## src/rtl/booth2_pkg.sv

```systemverilog
// Shared constants for the radix-4 Booth code generator: triplet encodings, FSM states
// and small helpers for classifying a triplet.
package booth2_pkg;

    localparam logic [2:0] BOOTH_ZERO_P = 3'b000;
    localparam logic [2:0] BOOTH_P1A    = 3'b001;
    localparam logic [2:0] BOOTH_P1B    = 3'b010;
    localparam logic [2:0] BOOTH_P2     = 3'b011;
    localparam logic [2:0] BOOTH_M2     = 3'b100;
    localparam logic [2:0] BOOTH_M1A    = 3'b101;
    localparam logic [2:0] BOOTH_M1B    = 3'b110;
    localparam logic [2:0] BOOTH_ZERO_N = 3'b111;

    typedef enum logic {
        ST_IDLE = 1'b0,
        ST_RUN  = 1'b1
    } state_t;

    // A triplet whose partial product is zero carries no work for the datapath.
    function automatic logic booth_is_zero(input logic [2:0] t);
        return (t == BOOTH_ZERO_P) || (t == BOOTH_ZERO_N);
    endfunction

    // Signed multiple of A selected by a triplet (-2..+2).
    function automatic logic signed [2:0] booth_digit(input logic [2:0] t);
        case (t)
            BOOTH_P1A, BOOTH_P1B: return 3'sd1;
            BOOTH_P2:             return 3'sd2;
            BOOTH_M2:             return -3'sd2;
            BOOTH_M1A, BOOTH_M1B: return -3'sd1;
            default:              return 3'sd0;
        endcase
    endfunction

endpackage

```

## src/rtl/booth2_next_idx.sv

```systemverilog
// Combinational next-code index: the index after idx (or the first one when "first"),
// optionally skipping zero-product triplets when BOOTH_SKIP_ZERO_EN is defined.
module booth2_next_idx
    import booth2_pkg::*;
#(
    parameter  int WIDTH     = 16,
    localparam int NUM_CODES = WIDTH / 2,
    localparam int IDX_W     = $clog2(NUM_CODES)
) (
    input  logic [WIDTH:0]     shadow,
    input  logic [IDX_W-1:0]   idx,
    input  logic               first,
    output logic [IDX_W-1:0]   next_idx
);

`ifdef BOOTH_SKIP_ZERO_EN
    // Lowest index >= lo that is non-zero; the top index always qualifies so the stream ends.
    always_comb begin
        int lo;
        lo       = first ? 0 : int'(idx) + 1;
        next_idx = IDX_W'(NUM_CODES - 1);
        for (int j = NUM_CODES - 1; j >= 0; j--) begin
            if (j >= lo && (j == NUM_CODES - 1 || !booth_is_zero(shadow[2*j +: 3])))
                next_idx = IDX_W'(j);
        end
    end
`else
    logic unused_shadow;
    assign unused_shadow = ^shadow;
    assign next_idx      = first ? '0 : idx + 1'b1;
`endif

endmodule

```

## src/rtl/booth2_code_gen.sv

```systemverilog
// Radix-4 Booth encoder: accepts one B operand and streams its overlapping triplets with
// valid/ready. Define BOOTH_SKIP_ZERO_EN to drop zero-product codes (top index always sent).
module booth2_code_gen
    import booth2_pkg::*;
#(
    parameter  int WIDTH     = 16,
    localparam int NUM_CODES = WIDTH / 2,
    localparam int IDX_W     = $clog2(NUM_CODES)
) (
    input  logic              clk,
    input  logic              rst_n,
    input  logic              in_valid,
    output logic              in_ready,
    input  logic [WIDTH-1:0]  B,
    output logic              code_valid,
    input  logic              code_ready,
    output logic [2:0]        code,
    output logic [IDX_W-1:0]  code_idx,
    output logic              code_last,
    output state_t            state_dbg
);

    // Handshake: a transfer happens on a rising edge where valid and ready are both high;
    // while valid is high and ready low, the payload is held unchanged.

    state_t           state_q;
    logic [WIDTH:0]   shadow_q;
    logic [WIDTH:0]   src;
    logic [IDX_W-1:0] nidx;
    logic [2:0]       ncode;
    logic             nlast;

    // In IDLE the incoming operand is looked at directly so the first code is ready next cycle.
    assign src   = (state_q == ST_IDLE) ? {B, 1'b0} : shadow_q;
    assign ncode = src[{nidx, 1'b0} +: 3];
    assign nlast = (nidx == IDX_W'(NUM_CODES - 1));

    booth2_next_idx #(.WIDTH(WIDTH)) u_next_idx (
        .shadow   (src),
        .idx      (code_idx),
        .first    (state_q == ST_IDLE),
        .next_idx (nidx)
    );

    assign state_dbg = state_q;

    always_ff @(posedge clk or negedge rst_n) begin
        if (!rst_n) begin
            state_q    <= ST_IDLE;
            shadow_q   <= '0;
            in_ready   <= 1'b1;
            code_valid <= 1'b0;
            code       <= '0;
            code_idx   <= '0;
            code_last  <= 1'b0;
        end else begin
            case (state_q)
                ST_IDLE: begin
                    if (in_valid) begin
                        state_q    <= ST_RUN;
                        shadow_q   <= {B, 1'b0};
                        in_ready   <= 1'b0;
                        code_valid <= 1'b1;
                        code       <= ncode;
                        code_idx   <= nidx;
                        code_last  <= nlast;
                    end
                end
                ST_RUN: begin
                    if (code_ready) begin
                        if (code_last) begin
                            state_q    <= ST_IDLE;
                            in_ready   <= 1'b1;
                            code_valid <= 1'b0;
                        end else begin
                            code      <= ncode;
                            code_idx  <= nidx;
                            code_last <= nlast;
                        end
                    end
                end
                default: begin
                    state_q    <= ST_IDLE;
                    in_ready   <= 1'b1;
                    code_valid <= 1'b0;
                end
            endcase
        end
    end

endmodule

```

## config.mk

```make
export PLATFORM = sky130hd
export DESIGN_NAME = booth2_code_gen
export DESIGN_NICKNAME = d
export VERILOG_FILES = /design/src/rtl/booth2_pkg.sv /design/src/rtl/booth2_next_idx.sv /design/src/rtl/booth2_code_gen.sv
export SDC_FILE = /design/constraint.sdc
export NUM_CORES = 1
export LEC_CHECK = 0
export CAP_MARGIN = 15
export CELL_PAD_IN_SITES_DETAIL_PLACEMENT = 0
export CELL_PAD_IN_SITES_GLOBAL_PLACEMENT = 1
export CORE_MARGIN = 2
export CORE_UTILIZATION = 47
export CTS_BUF_LIST = sky130_fd_sc_hd__clkbuf_4 sky130_fd_sc_hd__clkbuf_8 sky130_fd_sc_hd__clkbuf_16
export DETAILED_ROUTE_END_ITERATION = 8
export DONT_BUFFER_PORTS = 1
export GPL_ROUTABILITY_DRIVEN = 0
export PLACE_DENSITY_LB_ADDON = 0.1
export REMOVE_ABC_BUFFERS = 1
export SLEW_MARGIN = 10
export SYNTH_ARGS = -nofsm -noshare
export SYNTH_HDL_FRONTEND = slang
export SYNTH_SLANG_ARGS = --single-unit
```

## constraint.sdc

```tcl
create_clock -name clk -period 2.2 [get_ports clk]
set_input_delay 0 -clock clk [delete_from_list [all_inputs] [get_ports clk]]
set_output_delay 0 -clock clk [all_outputs]
set_load 0.01 [all_outputs]
```

==> results of run 1 <==
[report_power, final]
part	leakage, nW	internal (W)	switching, W
sequential	0.310	0.000710	0.000171
clock	0.0184	0.0000831	0.000139
combinational	0.332	0.000507	0.000404
total	0.661	0.00130	0.000714
[per-stage QoR]
stage / std cells / instance area (sq um)
2_1_floorplan: 97 / 1200
3_3_place_gp: 130 / 1260
3_5_place_dp: 130 / 1260
4_1_cts: 155 / 1510
5_1_grt: 155 / 1510
6_report: 155 / 1510
[path summary, 6_finish.rpt]
check | cells past startpoint | slack (ps) | startpoint | to
setup reg to reg | 4 | 370 | code_idx[1] | code[2]
hold reg to reg | 1 | 520 | shadow_q[7] | shadow_q[7]
min in group asynchronous | 2 | 90 | rst_n | code_valid
setup / recovery | 4 | 370 | code_idx[1] | code[2]
max in group asynchronous | 2 | 1870 | rst_n | in_ready
hold / removal | 2 | 8 | in_valid | state_dbg
[repair_timing]
action	CTS	global route
hold buffers	21	0
buffers inserted	0	0
hold endpoints to repair	47	0
[per-layer routing]
metal | vias up | wire, um | global-route usage [%]
met2 | 22 | 1064 | 28.23
met5 | - | 0 | 0
met3 | 2 | 122 | 3.747
met1 | 411 | 1048 | 21.27
li1 | 405 | - | -
met4 | 0 | 13 | 5.923
[registers in the layout, summed over array words and instances (netlist names)]
name	cells
shadow_q	16
code_valid	1
code	3
code_idx	3
code_last	1
in_ready	1
state_dbg	1
[layout by cell type, fill, tap and decap left out]
cell / netlist / routed
nand2_1: 14 / 14
nor2_1: 4 / 4
dfstp_2: 1 / 1
ha_1: 1 / 1
o21a_1: 2 / 2
inv_1: 1 / 1
and2_1: 1 / 1
buf_4: 1 / 3
nand3_1: 3 / 3
o21ai_1: 5 / 5
mux2_1: 2 / 2
dlygate4sd3_1: 0 / 20
buf_12: 0 / 1
a31oi_1: 1 / 1
mux2_2: 16 / 16
nand4_1: 1 / 1
a21oi_1: 3 / 3
o221ai_1: 1 / 1
clkbuf_4: 0 / 4
dfrtp_1: 25 / 25
o22ai_1: 1 / 1
mux4_2: 3 / 3
nor3_1: 1 / 1
xor2_1: 1 / 1
or3_1: 1 / 1
nand2b_1: 4 / 4
o21ai_0: 1 / 1
mux2i_1: 4 / 4
[layout make-up]
| cell class | instances | area share [%] |
|---|---|---|
| clock buffer | 4 | 1.988 |
| tap | 30 | 2.485 |
| inverter | 1 | 0.2485 |
| sequential | 26 | 43.16 |
| timing repair buffer | 24 | 16.07 |
| multi-input combinational | 70 | 36.04 |
[cell families (layout without fill, tap and decap cells)]
kind of cell	count (synthesis)	after routing	share of synthesized area (%)
XOR/XNOR	1	1	0.7101
multiplexers	25	25	25.15
AO/OA/AOI/OAI	14	14	6.592
adder cells (fa/ha/maj)	1	1	1.014
AND/OR/NAND/NOR	29	29	10.65
flip-flops	26	26	52.84
buffers and inverters	6	29	3.042
==> flow_metrics.tcl, run 1 <==
set metrics [dict create \
    outcome "complete, no violations" \
    critical_path_class "register to register" \
    rsz0062_at_grt "false" \
    clock_skew_ps 10.25 \
    yosys.area.top_type_share_pct 50.71 \
    overflow 0 \
    clk_latency_ps 320 \
    critPathCaptureType "register" \
    root_buffer "clkbuf_4" \
    fmax_mhz 545.6 \
    synth_top_cell_by_area "dfrtp_1" \
    routed_wl_um 2249 \
    synth-main-ff-cell "dfrtp_1" \
    clock_path_buffers 2 \
    synth_common_cells "25 x dfrtp_1, 16 x mux2_2, 14 x nand2_1" \
    worstPathArrival_ps 2040 \
    postRouteAntennaNets 0 \
    fin_nets 147 \
    tightest_slew_ps 339.3 \
    crit_chain "ha_1, mux4_2, mux2i_1, o21ai_1" \
    fin_tns_setup_ps 0 \
    drc 0 \
    path_clk_slew_ps 140 \
    max_stage_delay_ps 540 \
    cp_slowest_cell "mux4_2" \
    synth_seq_cells 26 \
    antenna_found_initial 0 \
    crit_fanout 8 \
    grt_first_pass_wirelength_um 4146 \
    hp-class "input port to register" \
    synth-seq-area-share_pct 52.84 \
    synth_area_leaders "dfrtp_1 51%, mux2_2 15%, mux4_2 5.5%, nand2_1 4.3%, mux2i_1 3.2%" \
    synth_async_sr_flop_share_pct 100.0 \
    grt_max_degree 27 \
    worst_slack_ps 367.1 \
    via_per_inst 5.419 \
    required_ps 2400 \
    syn_to_final_growth_pct 22.41 \
    dieArea_sq_mm 0.003051 \
    synth-edff-count 0 \
    fin_util_pct 60.96 \
    place_ws_ps 363.6 \
    synthDistinctLibCells 27 \
    whs_ps 8.379 \
    ir_drop_mv 0.7129 \
    cts_tree "built" \
    setup_violations 0 \
    setup.worst_path.start_class "register" \
    drive_above_1_share_pct 22.40 \
    yosysWarnings 0 \
    drt_first_pass_iters 2 \
    io_buffers 0 \
    cts_resized 0 \
    leakagePower_nw 0.6610 \
    power_w 0.002015 \
    synth.avg_cell_area_sq_um 12.09 \
    vias 840 \
    period_minus_slack_ps 1833 \
    drv_cap 0 \
    drv_slew 0 \
    powerDensity_mw_per_mm2 1334 \
    wl_per_cell_um 14.51 \
    seqCellArea_sq_um 651.9 \
    die_y_um 55.24 \
    numCtsBuffers 3 \
    diodes 0 \
    core_sq_mm 0.002477 \
    synth_cells 102 \
    h-tree-depth 1 \
    crit_buf_inv 0 \
    slew_headroom_pct 77.38 \
    pin_count 30 \
    multi_input_area_sq_um 544.3 \
    hpwlAfterDp_um 1584 \
    yosysMostFrequentCell "dfrtp_1" \
    grt_pass1_vias 966 \
    rows 18 \
    fillCellCount 215 \
    netlist_area_sq_mm 0.001234 \
    track_usage_pct 16.78 \
    initial_utilization_pct 49.80 \
    cp_top_family "multiplexers" \
    hold_viol_final 0 \
    drtIter0Drc 16 \
    fp.dieW_um 55.24 \
    clkSinkCount 26 \
    fin_crit_sh_pct 83.31 \
]
No activity file was read; power rests on OpenSTA's default activity.
==> run 2, diff against run 1 <==
Clock period 2.2 ns to 1.8 ns, I/O delays scaled along.
==> flow_metrics.tcl, run 2 (synthesis gave the netlist of run 1 again) <==
set metrics [dict create \
    diodes 0 \
    cp_top_family "multiplexers" \
    layout_commonest_cell "dfrtp_1" \
    seqCellArea_sq_um 651.9 \
    setup_violations 0 \
    track_usage_pct 17.61 \
    vias 871 \
    fin_crit_sh_pct 88.76 \
    drt_first_pass_iters 4 \
    hold_depth 4 \
    critPathCaptureType "register" \
    root_buffer "clkbuf_4" \
    slew_headroom_pct 71.47 \
    r2r_start "code_idx[0]" \
    ir_drop_mv 1.084 \
    place_ws_ps 42.98 \
    antenna_found_initial 0 \
    io_buffers 0 \
    overflow 0 \
    r2r_end "code[2]" \
    clock_skew_ps 3.607 \
    drive_above_1_share_pct 23.62 \
    fp.dieW_um 55.24 \
    max_stage_delay_ps 500 \
    wl_per_cell_um 15.78 \
    required_ps 2020 \
    drtIter0Drc 29 \
    grt_max_degree 27 \
    initial_utilization_pct 49.80 \
    wl_met2_um 1228 \
    hp-class "input port to register" \
    r2r_cells 4 \
    crit_fanout 8 \
    outcome "complete, no violations" \
    worst_slack_ps 202.3 \
    powerDensity_mw_per_mm2 1710 \
    pin_count 30 \
    hpwlAfterDp_um 1671 \
    worstPathArrival_ps 1820 \
    reg2reg_slack_ps 200 \
    design_area_sq_mm 0.001575 \
    drc 0 \
    fmax_mhz 625.9 \
    power_w 0.002694 \
    cp_slowest_cell "mux4_2" \
    clk_latency_ps 320 \
    hold_viol_final 0 \
    h-tree-depth 1 \
    fin_util_pct 63.59 \
    path_clk_slew_ps 140 \
    routed.top_layer "met4" \
    post_cts_buffers 0 \
    period_minus_slack_ps 1598 \
    dieArea_sq_mm 0.003051 \
    clock_path_buffers 2 \
    via_per_inst 5.548 \
    setup.worst_path.start_class "register" \
    leakagePower_nw 0.6849 \
    tightest_slew_ps 428.0 \
    crit_buf_inv 0 \
    route.met3.wl_um 162 \
    syn_to_final_growth_pct 27.69 \
    rsz0062_at_grt "false" \
    grt_first_pass_wirelength_um 4243 \
    max_flop_register "shadow_q" \
    numCtsBuffers 3 \
    clkSinkCount 26 \
    drv_slew 0 \
    drv_cap 0 \
    die_y_um 55.24 \
    fillCellCount 208 \
    cts_tree "built" \
    critical_path_class "register to register" \
    postRouteAntennaNets 0 \
    crit_chain "ha_4, mux4_2, mux2i_1, o21ai_1" \
    grt_pass1_vias 944 \
    core_sq_mm 0.002477 \
    final_cell_mix "25 x dfrtp_1, 21 x dlygate4sd3_1, 16 x mux2_2" \
    fin_nets 149 \
    multi_input_area_sq_um 556.8 \
    rows 18 \
    largest_reg_flops 16 \
    routed_wl_um 2477 \
    place_area_sq_mm 0.001280 \
    hold_end "code[1]" \
    m1WireLength_um 1049 \
    min_from "code_ready" \
    top_regs "shadow_q x16, code x3, code_idx x3" \
]
## run 2: cell count changes in the layout (fill, tap and decap cells not counted)
| cell | before | now |
|---|---|---|
| buf_12 | 1 | 2 |
| bufinv_16 | 0 | 1 |
| clkbuf_4 | 4 | 3 |
| dlygate4sd3_1 | 20 | 21 |
| ha_1 | 1 | 0 |
| ha_4 | 0 | 1 |
## run 2: how the worst max path moves through the flow
stage,slack (ps),from,end,cells after the start
finish,200,code_idx[0],code[2],4
global route,100,code_idx[0],code[2],4
CTS,10,code_idx[0],code[2],4
detailed placement,40,code_idx[0],code[2],4
global placement,80,code_idx[0],code[2],4
floorplan,-90,code_idx[0],code[2],4
## run 2: per-layer routing
layer	global-route usage, %	up-vias
met5	0	-
met4	5.226	0
met3	6.323	4
met2	29.08	29
met1	21.67	427
li1	-	411
## run 2: cell type report
class | count | area share, %
Inverter | 1 | 0.2383
Clock inverter | 1 | 1.906
Clock buffer | 3 | 1.430
Timing Repair Buffer | 26 | 17.32
Sequential cell | 26 | 41.38
Multi-Input combinational cell | 70 | 35.35
Tap cell | 30 | 2.383
## run 2: worst register-to-register path, stage by stage, from the launching register on
cell and delay, ps:
dfrtp_1 440, ha_4 350, mux4_2 500, mux2i_1 130, o21ai_1 70
## run 2: through the flow
| step | hold slack, ps | cells | TNS, ps |
|---|---|---|---|
| 5_1_grt | 64.80 | 157 | 0 |
| 3_5_place_dp | -295.0 | 131 | 0 |
| 6_report | 37.22 | 157 | 0 |
| 4_1_cts | 20.11 | 157 | 0 |
| 3_3_place_gp | -295.1 | 131 | 0 |
| 2_1_floorplan | -295.6 | 97 | -190.7 |
## run 2: report_power, final
part	leakage, nW	internal [W]	total [W]	switching [W]
logic	0.347	0.000679	0.00121	0.000530
registers	0.310	0.000868	0.00108	0.000217
clock network	0.0279	0.000225	0.000401	0.000175
total	0.685	0.00177	0.00269	0.000921
## run 2: what timing repair did
item,CTS,global route
hold buffers,22,0
resized for setup,0,2
setup endpoints to repair,0,3
endpoints found under the hold margin,47,0
